<file path="src/rtl/wb_arb_pkg.sv">
// Shared types and constants for the SDRAM-side Wishbone arbiter.
// The state encoding and Wishbone cycle-type codes are shared by the RTL and the bench.
package wb_arb_pkg;

  typedef enum logic [1:0] {
    IDLE  = 2'd0,
    GRANT = 2'd1,
    ABORT = 2'd2
  } arb_state_e;

  localparam logic [2:0] CTI_CLASSIC = 3'b000;
  localparam logic [2:0] CTI_INCR    = 3'b010;
  localparam logic [2:0] CTI_EOB     = 3'b111;

endpackage

</file>
<file path="src/rtl/wb_rr_pick.sv">
// Combinational round-robin picker: the lowest requesting index at or after ptr wins.
// The search wraps modulo NCH.
module wb_rr_pick #(
  parameter int NCH = 4,
  parameter int IW  = $clog2(NCH)
) (
  input  logic [NCH-1:0] req,
  input  logic [IW-1:0]  ptr,
  output logic [NCH-1:0] win,
  output logic [IW-1:0]  win_idx
);

  logic found;
  int   j;

  always_comb begin
    win     = '0;
    win_idx = '0;
    found   = 1'b0;
    j       = 0;
    for (int k = 0; k < NCH; k++) begin
      j = int'(ptr) + k;
      if (j >= NCH) j = j - NCH;
      if (!found && req[j]) begin
        found      = 1'b1;
        win[j]     = 1'b1;
        win_idx    = IW'(j);
      end
    end
  end

endmodule

</file>
<file path="src/rtl/wb_sdram_arbiter.sv">
// N-master round-robin Wishbone arbiter in front of the SDRAM controller slave port.
// A grant is held for a whole cycle or burst, and a per-transfer ack watchdog aborts hung cycles.
//
// state | meaning
// IDLE  | no owner; slave outputs forced low; arbitrate when init is done
// GRANT | granted master muxed onto the slave; ack routed back; watchdog running
// ABORT | watchdog expired; slave cycle dropped; wait for the master to release cyc
module wb_sdram_arbiter
  import wb_arb_pkg::*;
#(
  parameter int dw      = 32,
  parameter int APP_AW  = 26,
  parameter int NCH     = 4,
  parameter int TIMEOUT = 256
) (
  input  logic                  sys_clk,
  input  logic                  wb_rst_i,
  input  logic                  sdr_init_done,
  input  logic [NCH-1:0]        m_cyc_i,
  input  logic [NCH-1:0]        m_stb_i,
  input  logic [NCH-1:0]        m_we_i,
  input  logic [NCH*APP_AW-1:0] m_addr_i,
  input  logic [NCH*dw-1:0]     m_dat_i,
  input  logic [NCH*dw/8-1:0]   m_sel_i,
  input  logic [NCH*3-1:0]      m_cti_i,
  output logic [NCH-1:0]        m_ack_o,
  output logic [NCH-1:0]        m_err_o,
  output logic [dw-1:0]         m_dat_o,
  output logic [NCH-1:0]        gnt_o,
  output logic                  s_wb_cyc_o,
  output logic                  s_wb_stb_o,
  output logic                  s_wb_we_o,
  output logic [APP_AW-1:0]     s_wb_addr_o,
  output logic [dw-1:0]         s_wb_dat_o,
  output logic [dw/8-1:0]       s_wb_sel_o,
  output logic [2:0]            s_wb_cti_o,
  input  logic                  s_wb_ack_i,
  input  logic [dw-1:0]         s_wb_dat_i
);

  localparam int IW = $clog2(NCH);
  localparam int WW = $clog2(TIMEOUT);
  localparam int SW = dw / 8;
  localparam logic [WW-1:0] WD_LAST = WW'(TIMEOUT - 1);

  arb_state_e     state;
  logic [NCH-1:0] gnt;
  logic [IW-1:0]  g_idx;
  logic [IW-1:0]  ptr;
  logic [WW-1:0]  wd_cnt;
  logic [NCH-1:0] err_q;

  logic [NCH-1:0] req;
  logic [NCH-1:0] win;
  logic [IW-1:0]  win_idx;
  logic           g_cyc;
  logic           g_stb;
  logic [2:0]     g_cti;

  assign req = m_cyc_i & m_stb_i;

  wb_rr_pick #(
    .NCH (NCH),
    .IW  (IW)
  ) u_pick (
    .req     (req),
    .ptr     (ptr),
    .win     (win),
    .win_idx (win_idx)
  );

  assign g_cyc = m_cyc_i[g_idx];
  assign g_stb = m_stb_i[g_idx];
  assign g_cti = m_cti_i[int'(g_idx)*3 +: 3];

  always_ff @(posedge sys_clk) begin
    if (wb_rst_i) begin
      state  <= IDLE;
      gnt    <= '0;
      g_idx  <= '0;
      ptr    <= '0;
      wd_cnt <= '0;
      err_q  <= '0;
    end else begin
      err_q <= '0;
      case (state)
        IDLE: begin
          wd_cnt <= '0;
          if (sdr_init_done && (|req)) begin
            gnt   <= win;
            g_idx <= win_idx;
            ptr   <= (win_idx == IW'(NCH - 1)) ? '0 : win_idx + IW'(1);
            state <= GRANT;
          end
        end
        GRANT: begin
          if (!g_cyc) begin
            gnt    <= '0;
            wd_cnt <= '0;
            state  <= IDLE;
          end else if (s_wb_ack_i) begin
            // an ack on the expiry cycle still wins over the watchdog
            wd_cnt <= '0;
            if (g_cti == CTI_EOB) begin
              gnt   <= '0;
              state <= IDLE;
            end
          end else if (g_stb) begin
            if (wd_cnt == WD_LAST) begin
              err_q  <= gnt;
              wd_cnt <= '0;
              state  <= ABORT;
            end else begin
              wd_cnt <= wd_cnt + WW'(1);
            end
          end
        end
        ABORT: begin
          if (!g_cyc) begin
            gnt   <= '0;
            state <= IDLE;
          end
        end
        default: begin
          gnt   <= '0;
          state <= IDLE;
        end
      endcase
    end
  end

  always_comb begin
    s_wb_cyc_o  = 1'b0;
    s_wb_stb_o  = 1'b0;
    s_wb_we_o   = 1'b0;
    s_wb_addr_o = '0;
    s_wb_dat_o  = '0;
    s_wb_sel_o  = '0;
    s_wb_cti_o  = '0;
    m_ack_o     = '0;
    if (state == GRANT) begin
      s_wb_cyc_o  = g_cyc;
      s_wb_stb_o  = g_stb;
      s_wb_we_o   = m_we_i[g_idx];
      s_wb_addr_o = m_addr_i[int'(g_idx)*APP_AW +: APP_AW];
      s_wb_dat_o  = m_dat_i[int'(g_idx)*dw +: dw];
      s_wb_sel_o  = m_sel_i[int'(g_idx)*SW +: SW];
      s_wb_cti_o  = g_cti;
      m_ack_o     = gnt & {NCH{s_wb_ack_i}};
    end
  end

  assign m_dat_o = s_wb_dat_i;
  assign m_err_o = err_q;
  assign gnt_o   = gnt;

endmodule

</file>
<file path="config.mk">
export PLATFORM = sky130hd
export DESIGN_NAME = wb_sdram_arbiter
export DESIGN_NICKNAME = d
export VERILOG_FILES = /design/src/rtl/wb_arb_pkg.sv /design/src/rtl/wb_rr_pick.sv /design/src/rtl/wb_sdram_arbiter.sv
export SDC_FILE = /design/constraint.sdc
export NUM_CORES = 1
export LEC_CHECK = 0
export ABC_AREA = 1
export BUFFER_PORTS_ARGS = -buffer_cell sky130_fd_sc_hd__buf_2
export CAP_MARGIN = 15
export CORE_AREA = 2 2 161 163
export CTS_CLUSTER_SIZE = 40
export DETAILED_ROUTE_END_ITERATION = 12
export DIE_AREA = 0 0 163 165
export PLACE_DENSITY = 0.51
export SETUP_SLACK_MARGIN = 0.1
export SYNTH_ARGS = -nofsm -noshare
export SYNTH_HDL_FRONTEND = slang
export SYNTH_HIERARCHICAL = 1
export SYNTH_SLANG_ARGS = --single-unit
export TNS_END_PERCENT = 5
</file>
<file path="constraint.sdc">
create_clock -name sys_clk -period 2.6 [get_ports sys_clk]
set_input_delay 0 -clock sys_clk [delete_from_list [all_inputs] [get_ports sys_clk]]
set_output_delay 0 -clock sys_clk [all_outputs]
set_load 0.1 [all_outputs]
</file>
==> reports/metrics.cfg, run 1 <==
[grt]
grt_pass1_wl_um = 31500
groute.usage.overall = 0.147
grt_overflow = 0
grt_pass1_vias = 5615
grt_max_degree = 101
antenna_found_initial = 1

[detailed_routing]
vias = 6348
detailroute.wirelength.met2_um = 10300
drt-total-wl_um = 22000
met3_length_um = 1620
avgViaCountPerCell = 4.34
drtIter0Drc = 597
drc = 0
drtAntennaViolNets = 0
drt-met1-wl_um = 9850
wire_per_inst_um = 15.1
dr.max_layer_used = met4
dr.pass1.iters = 5

[yosys]
seq_area_frac_synth = 0.101
synth_warnings = 6
synthCells = 848
synth_largest_area_cell = nor2_1
synth_flop_cell = dfxtp_1
synth.top_cell.area_share = 0.242
synthesis.area_um2 = 4370
synth_cell_types = 32
syn-num-nets = 1166
synth_seq_cells = 22
async_flop_share = 0
avgSynthCellArea_um2 = 5.15
synth_area_leaders = nor2_1 24%, o21ai_0 14%, dfxtp_1 10%
synth-edff-count = 0

[worst_setup_path]
r2r_start = ptr[1]
rr_endpoint = ptr[1]
rrSetupSlack_ps = 390
r2r_cells = 12
cp.arrival_ps = 2350
crit_type = register to register
crit_path_end_kind = register
cp-start-kind = register
cp_max_fo = 8
crit_required_ps = 2740

[finish]
fin_nets = 1451
finalNonFillerCells = 1463
area_growth_pct = 55.5
seqCellArea_um2 = 445
drive_gt1_frac = 0.360
nFillCells = 2866
multi_input_area_um2 = 3200

[clock_tree]
worstSkewPairLatency_ps = 250
numCtsBuffers = 3
cts_tree = built
cts_max_level = 1
postCtsSetupBuffers = 0
clk_pin_slew_ps = 60
root_buffer = clkbuf_16
cts_buffer_depth = 2
clock_sinks = 22
cts_hold_buf = 0
cts.repair.resized = 0

[floorplanning]
ios = 420
num_rows = 58
start_util = 0.175
dieArea_um2 = 26900
die_h_um = 165
fp.dieW_um = 163
coreArea_um2 = 25000

[sta]
max_freq_ghz = 0.453
setup_ws_ps = 394
finalCritPeriodShare = 0.848
worst_slew_pin_slew_ps = 584
slew_violations = 0
finalHoldViolations = 0
setup_viol = 0
relSlewSlack = 0.610
post-route-min-period_ps = 2210
rsz0062_at_grt = no
clock_skew_ps = 0.507

[pwr]
leakage_uw = 0.00344
vdd_ir_drop_max_mv = 0.447
pwr_density_cell_nw_per_um2 = 556

[min_path]
hold_depth = 0
hold_class = primary input to output port
min_to = m_dat_o[9]
min_from = s_wb_dat_i[9]

[place]
io_buffers = 355
post-place-ws_ps = 437
gp_congestion = 0.854
dp_hpwl_um = 17500
dp.cells = 1458

[run]
drv_cap = 0

[status]
status = complete, no violations

[logic make-up after synthesis]
logic type,Yosys count,synth area share
AND/OR/NAND/NOR,449,0.437
AO/OA/AOI/OAI,225,0.262
buffers and inverters,142,0.171
flip-flops,22,0.101
adder cells (fa/ha/maj),10,0.0286
[sequential cells by signal, summed over array words and instances (netlist names)]
| register | count |
|---|---|
| g_idx | 2 |
| wd_cnt | 8 |
| ptr | 2 |
| gnt_o | 4 |
| state | 2 |
| m_err_o | 4 |
[how the worst max path moves through the flow]
| stage | from | to | depth (start not counted) |
|---|---|---|---|
| after floorplan | gnt_o[2] | m_ack_o[2] | 2 |
| after CTS | g_idx[0] | s_wb_addr_o[22] | 5 |
| after global placement | ptr[1] | ptr[1] | 12 |
| after global routing | ptr[0] | ptr[1] | 12 |
| final | ptr[1] | ptr[1] | 12 |
| after detailed placement | ptr[1] | ptr[1] | 12 |
[layout by cell type (no fill, tap or decap), drive strengths merged]
master,n
buf,368
nor2,291
o21ai,134
nand2,98
a21oi,85
inv,52
nand3,50
dfxtp,22
ha,10
nor3,5
nand4,4
a21boi,4
clkbuf,4
diode,1
clkinv,1
o21bai,1
or2,1
a211oi,1
bufinv,1
[cells in the mapped netlist (2+ instances only)]
cell type	instances
nor2_4	2
o21ai_1	10
nand3_2	2
nand2_2	6
nor2_2	6
buf_1	14
nor3_1	5
dfxtp_1	22
a21boi_0	4
a21oi_1	85
o21ai_0	123
buf_2	17
nand3_1	46
inv_1	45
nand2_1	88
nand3_4	2
clkbuf_1	16
inv_2	7
buf_6	6
nand4_1	4
nor2_1	282
buf_4	35
nand2_8	2
ha_1	10
nand2_4	2
[per-layer routing]
metal / up-vias / GRT usage
li1: 3271 / -
met1: 2807 / 0.197
met2: 258 / 0.251
met3: 12 / 0.0276
met4: 0 / 0.0189
met5: - / 0
[cell type report]
cell class,instances,share of cell area
diodes,1,0.000368
repair buffers,368,0.359
multi-input cells,684,0.470
flip-flops and latches,22,0.0655
clock buffers,4,0.0116
inverters,54,0.0328
well taps,330,0.0607
[per-stage QoR]
stage,util,power (uW),setup TNS [ps],hold WS (ps),cell area (um^2)
CTS,0.271,3800,0,0.681,6800
global placement,0.268,3460,0,0.681,6720
finish,0.272,3780,0,0.130,6800
floorplan,-,2800,-1180,212,4380
global route,0.271,4050,0,0.517,6800
detailed placement,0.268,3460,0,0.681,6720
[worst max-delay path: stages, from the launching register on]
cell and delay [ps]:
dfxtp_1 320, bufinv_8 200, ha_1 320, inv_1 130
nand3_1 90, nand2_1 120, nand3_1 90, nor2_1 120
nor2_1 60, nor2_1 160, ha_1 260, o21ai_0 160
a21oi_1 50
[where the power goes]
group          switching [uW]  total [uW]  leakage [uW]  internal, uW
clock                     122         331     0.0000382           209
combinational            2160        3050       0.00322           888
sequential               33.9         401      0.000180           367
total                    2320        3780       0.00344          1460
Power figures use the tool's default switching activity.
==> run 2: changes to the inputs <==
Clock period 2.6 ns to 2.25 ns, I/O delays scaled along.
==> run 2 against run 1 <==
Against the previous run:
- global-route usage is 0.053 points higher
- final area is 8.4% higher
- critical endpoint is now s_wb_dat_o[25]
- total power grew 25%
- critical path depth shrank 7
- sequential power up 15%
- largest power group unchanged
- core utilization grew 2.3 points
==> reports/metrics.cfg, run 2 (synthesis results as in run 1) <==
[sta]
finalCritPeriodShare = 0.912
setup_viol = 0
rsz0062_at_grt = yes
slew_violations = 0
finalHoldViolations = 0
max_freq_ghz = 0.487
clock_skew_ps = 2.89
worst_slew_pin_slew_ps = 614
setup_tns_ps = 0
post-route-min-period_ps = 2050
relSlewSlack = 0.591

[status]
status = complete, no violations

[finish]
final_common_cell = buf_2
nFillCells = 2802
final_cell_mix = 287 x buf_2, 280 x nor2_1, 123 x o21ai_0
largest_reg_flops = 8
top_register = wd_cnt
final_util = 0.294
drive_gt1_frac = 0.368
area_growth_pct = 68.6
fin_nets = 1452

[place]
gp_congestion = 0.857
io_buffers = 355
dp_hpwl_um = 17400

[pwr]
vdd_ir_drop_max_mv = 0.453
pwr_density_cell_nw_per_um2 = 639
leakage_uw = 0.00357

[detailed_routing]
avgViaCountPerCell = 4.38
drtAntennaViolNets = 0
drtIter0Drc = 401
drc = 0
wire_per_inst_um = 15.0
vias = 6410
drt-total-wl_um = 22000
dr.pass1.iters = 5

[worst_setup_path]
crit_path_end_kind = output port
cp_max_fo = 66
cp.arrival_ps = 2050
crit_type = register to output port
crit_required_ps = 2250
cp-start-kind = register
r2r_cells = 12

[grt]
grt_max_degree = 87
grt_pass1_vias = 5718
antenna_found_initial = 2
groute.usage.overall = 0.148
grt_pass1_wl_um = 31500
grt_overflow = 0

[clock_tree]
clk_pin_slew_ps = 60
worstSkewPairLatency_ps = 260
cts_max_level = 1
root_buffer = clkbuf_16
clock_sinks = 22
cts_buffer_depth = 2
cts_hold_buf = 0
numCtsBuffers = 3
cts_tree = built

[floorplanning]
coreArea_um2 = 25000
dieArea_um2 = 26900
die_h_um = 165
fp.dieW_um = 163
start_util = 0.175
ios = 420
num_rows = 58

[min_path]
hold_depth = 0
hold_class = primary input to output port

[run]
drv_cap = 0

[run 2: what timing repair did]
action / 4_1_cts / 5_1_grt
buffers inserted: 0 / 1
resized for setup: 1 / 5
pin swaps: 0 / 1
endpoints found under the setup margin: 12 / 7
[run 2: routing by layer]
| layer | track usage | share of wire | vias to the layer above |
|---|---|---|---|
| li1 | - | - | 3283 |
| met1 | 0.189 | 0.42 | 2830 |
| met2 | 0.261 | 0.49 | 284 |
| met3 | 0.0266 | 0.078 | 13 |
| met4 | 0.0253 | 0.0093 | 0 |
| met5 | 0 | 0 | - |
[run 2: worst max-delay path: stages, from the launching register on]
cell     delay (ps)
dfxtp_4         400
inv_4           280
buf_12          290
o21ai_0         180
a21oi_1         380
buf_12          230
[run 2: area by class of cell]
type | instances | area (um^2) | area share
Inverter | 54 | 224 | 0.0304
Clock buffer | 4 | 78.8 | 0.0107
Antenna cell | 2 | 5.00 | 0.000679
Sequential cell | 22 | 448 | 0.0608
Timing Repair Buffer | 369 | 2960 | 0.401
Tap cell | 330 | 413 | 0.0560
Multi-Input combinational cell | 684 | 3240 | 0.440
[run 2: per-stage QoR]
step / hold slack [ps] / std cells / worst slack (ps) / total power (uW) / cell area [um^2]
2_1_floorplan: 212 / 848 / -311 / 3250 / 4410
5_1_grt: 0.565 / 1464 / 72.2 / 5010 / 7360
3_5_place_dp: 0.681 / 1458 / 80.5 / 4280 / 7250
4_1_cts: 0.681 / 1462 / 60.6 / 4690 / 7330
6_report: 0.130 / 1465 / 199 / 4710 / 7370
3_3_place_gp: 0.681 / 1458 / 86.8 / 4270 / 7250
[run 2: worst paths after layout]
path,startpoint,endpoint,slack (ps)
min,s_wb_dat_i[29],m_dat_o[29],0.1
max reg2reg,ptr[1],ptr[1],300
min reg2reg,wd_cnt[5],wd_cnt[5],480
max,g_idx[0],s_wb_dat_o[25],200
[run 2: power by group]
group	total (uW)	switching [uW]	internal, uW
clock network	392	150	242
logic	3850	2570	1280
registers	463	39.3	424
total	4710	2760	1950
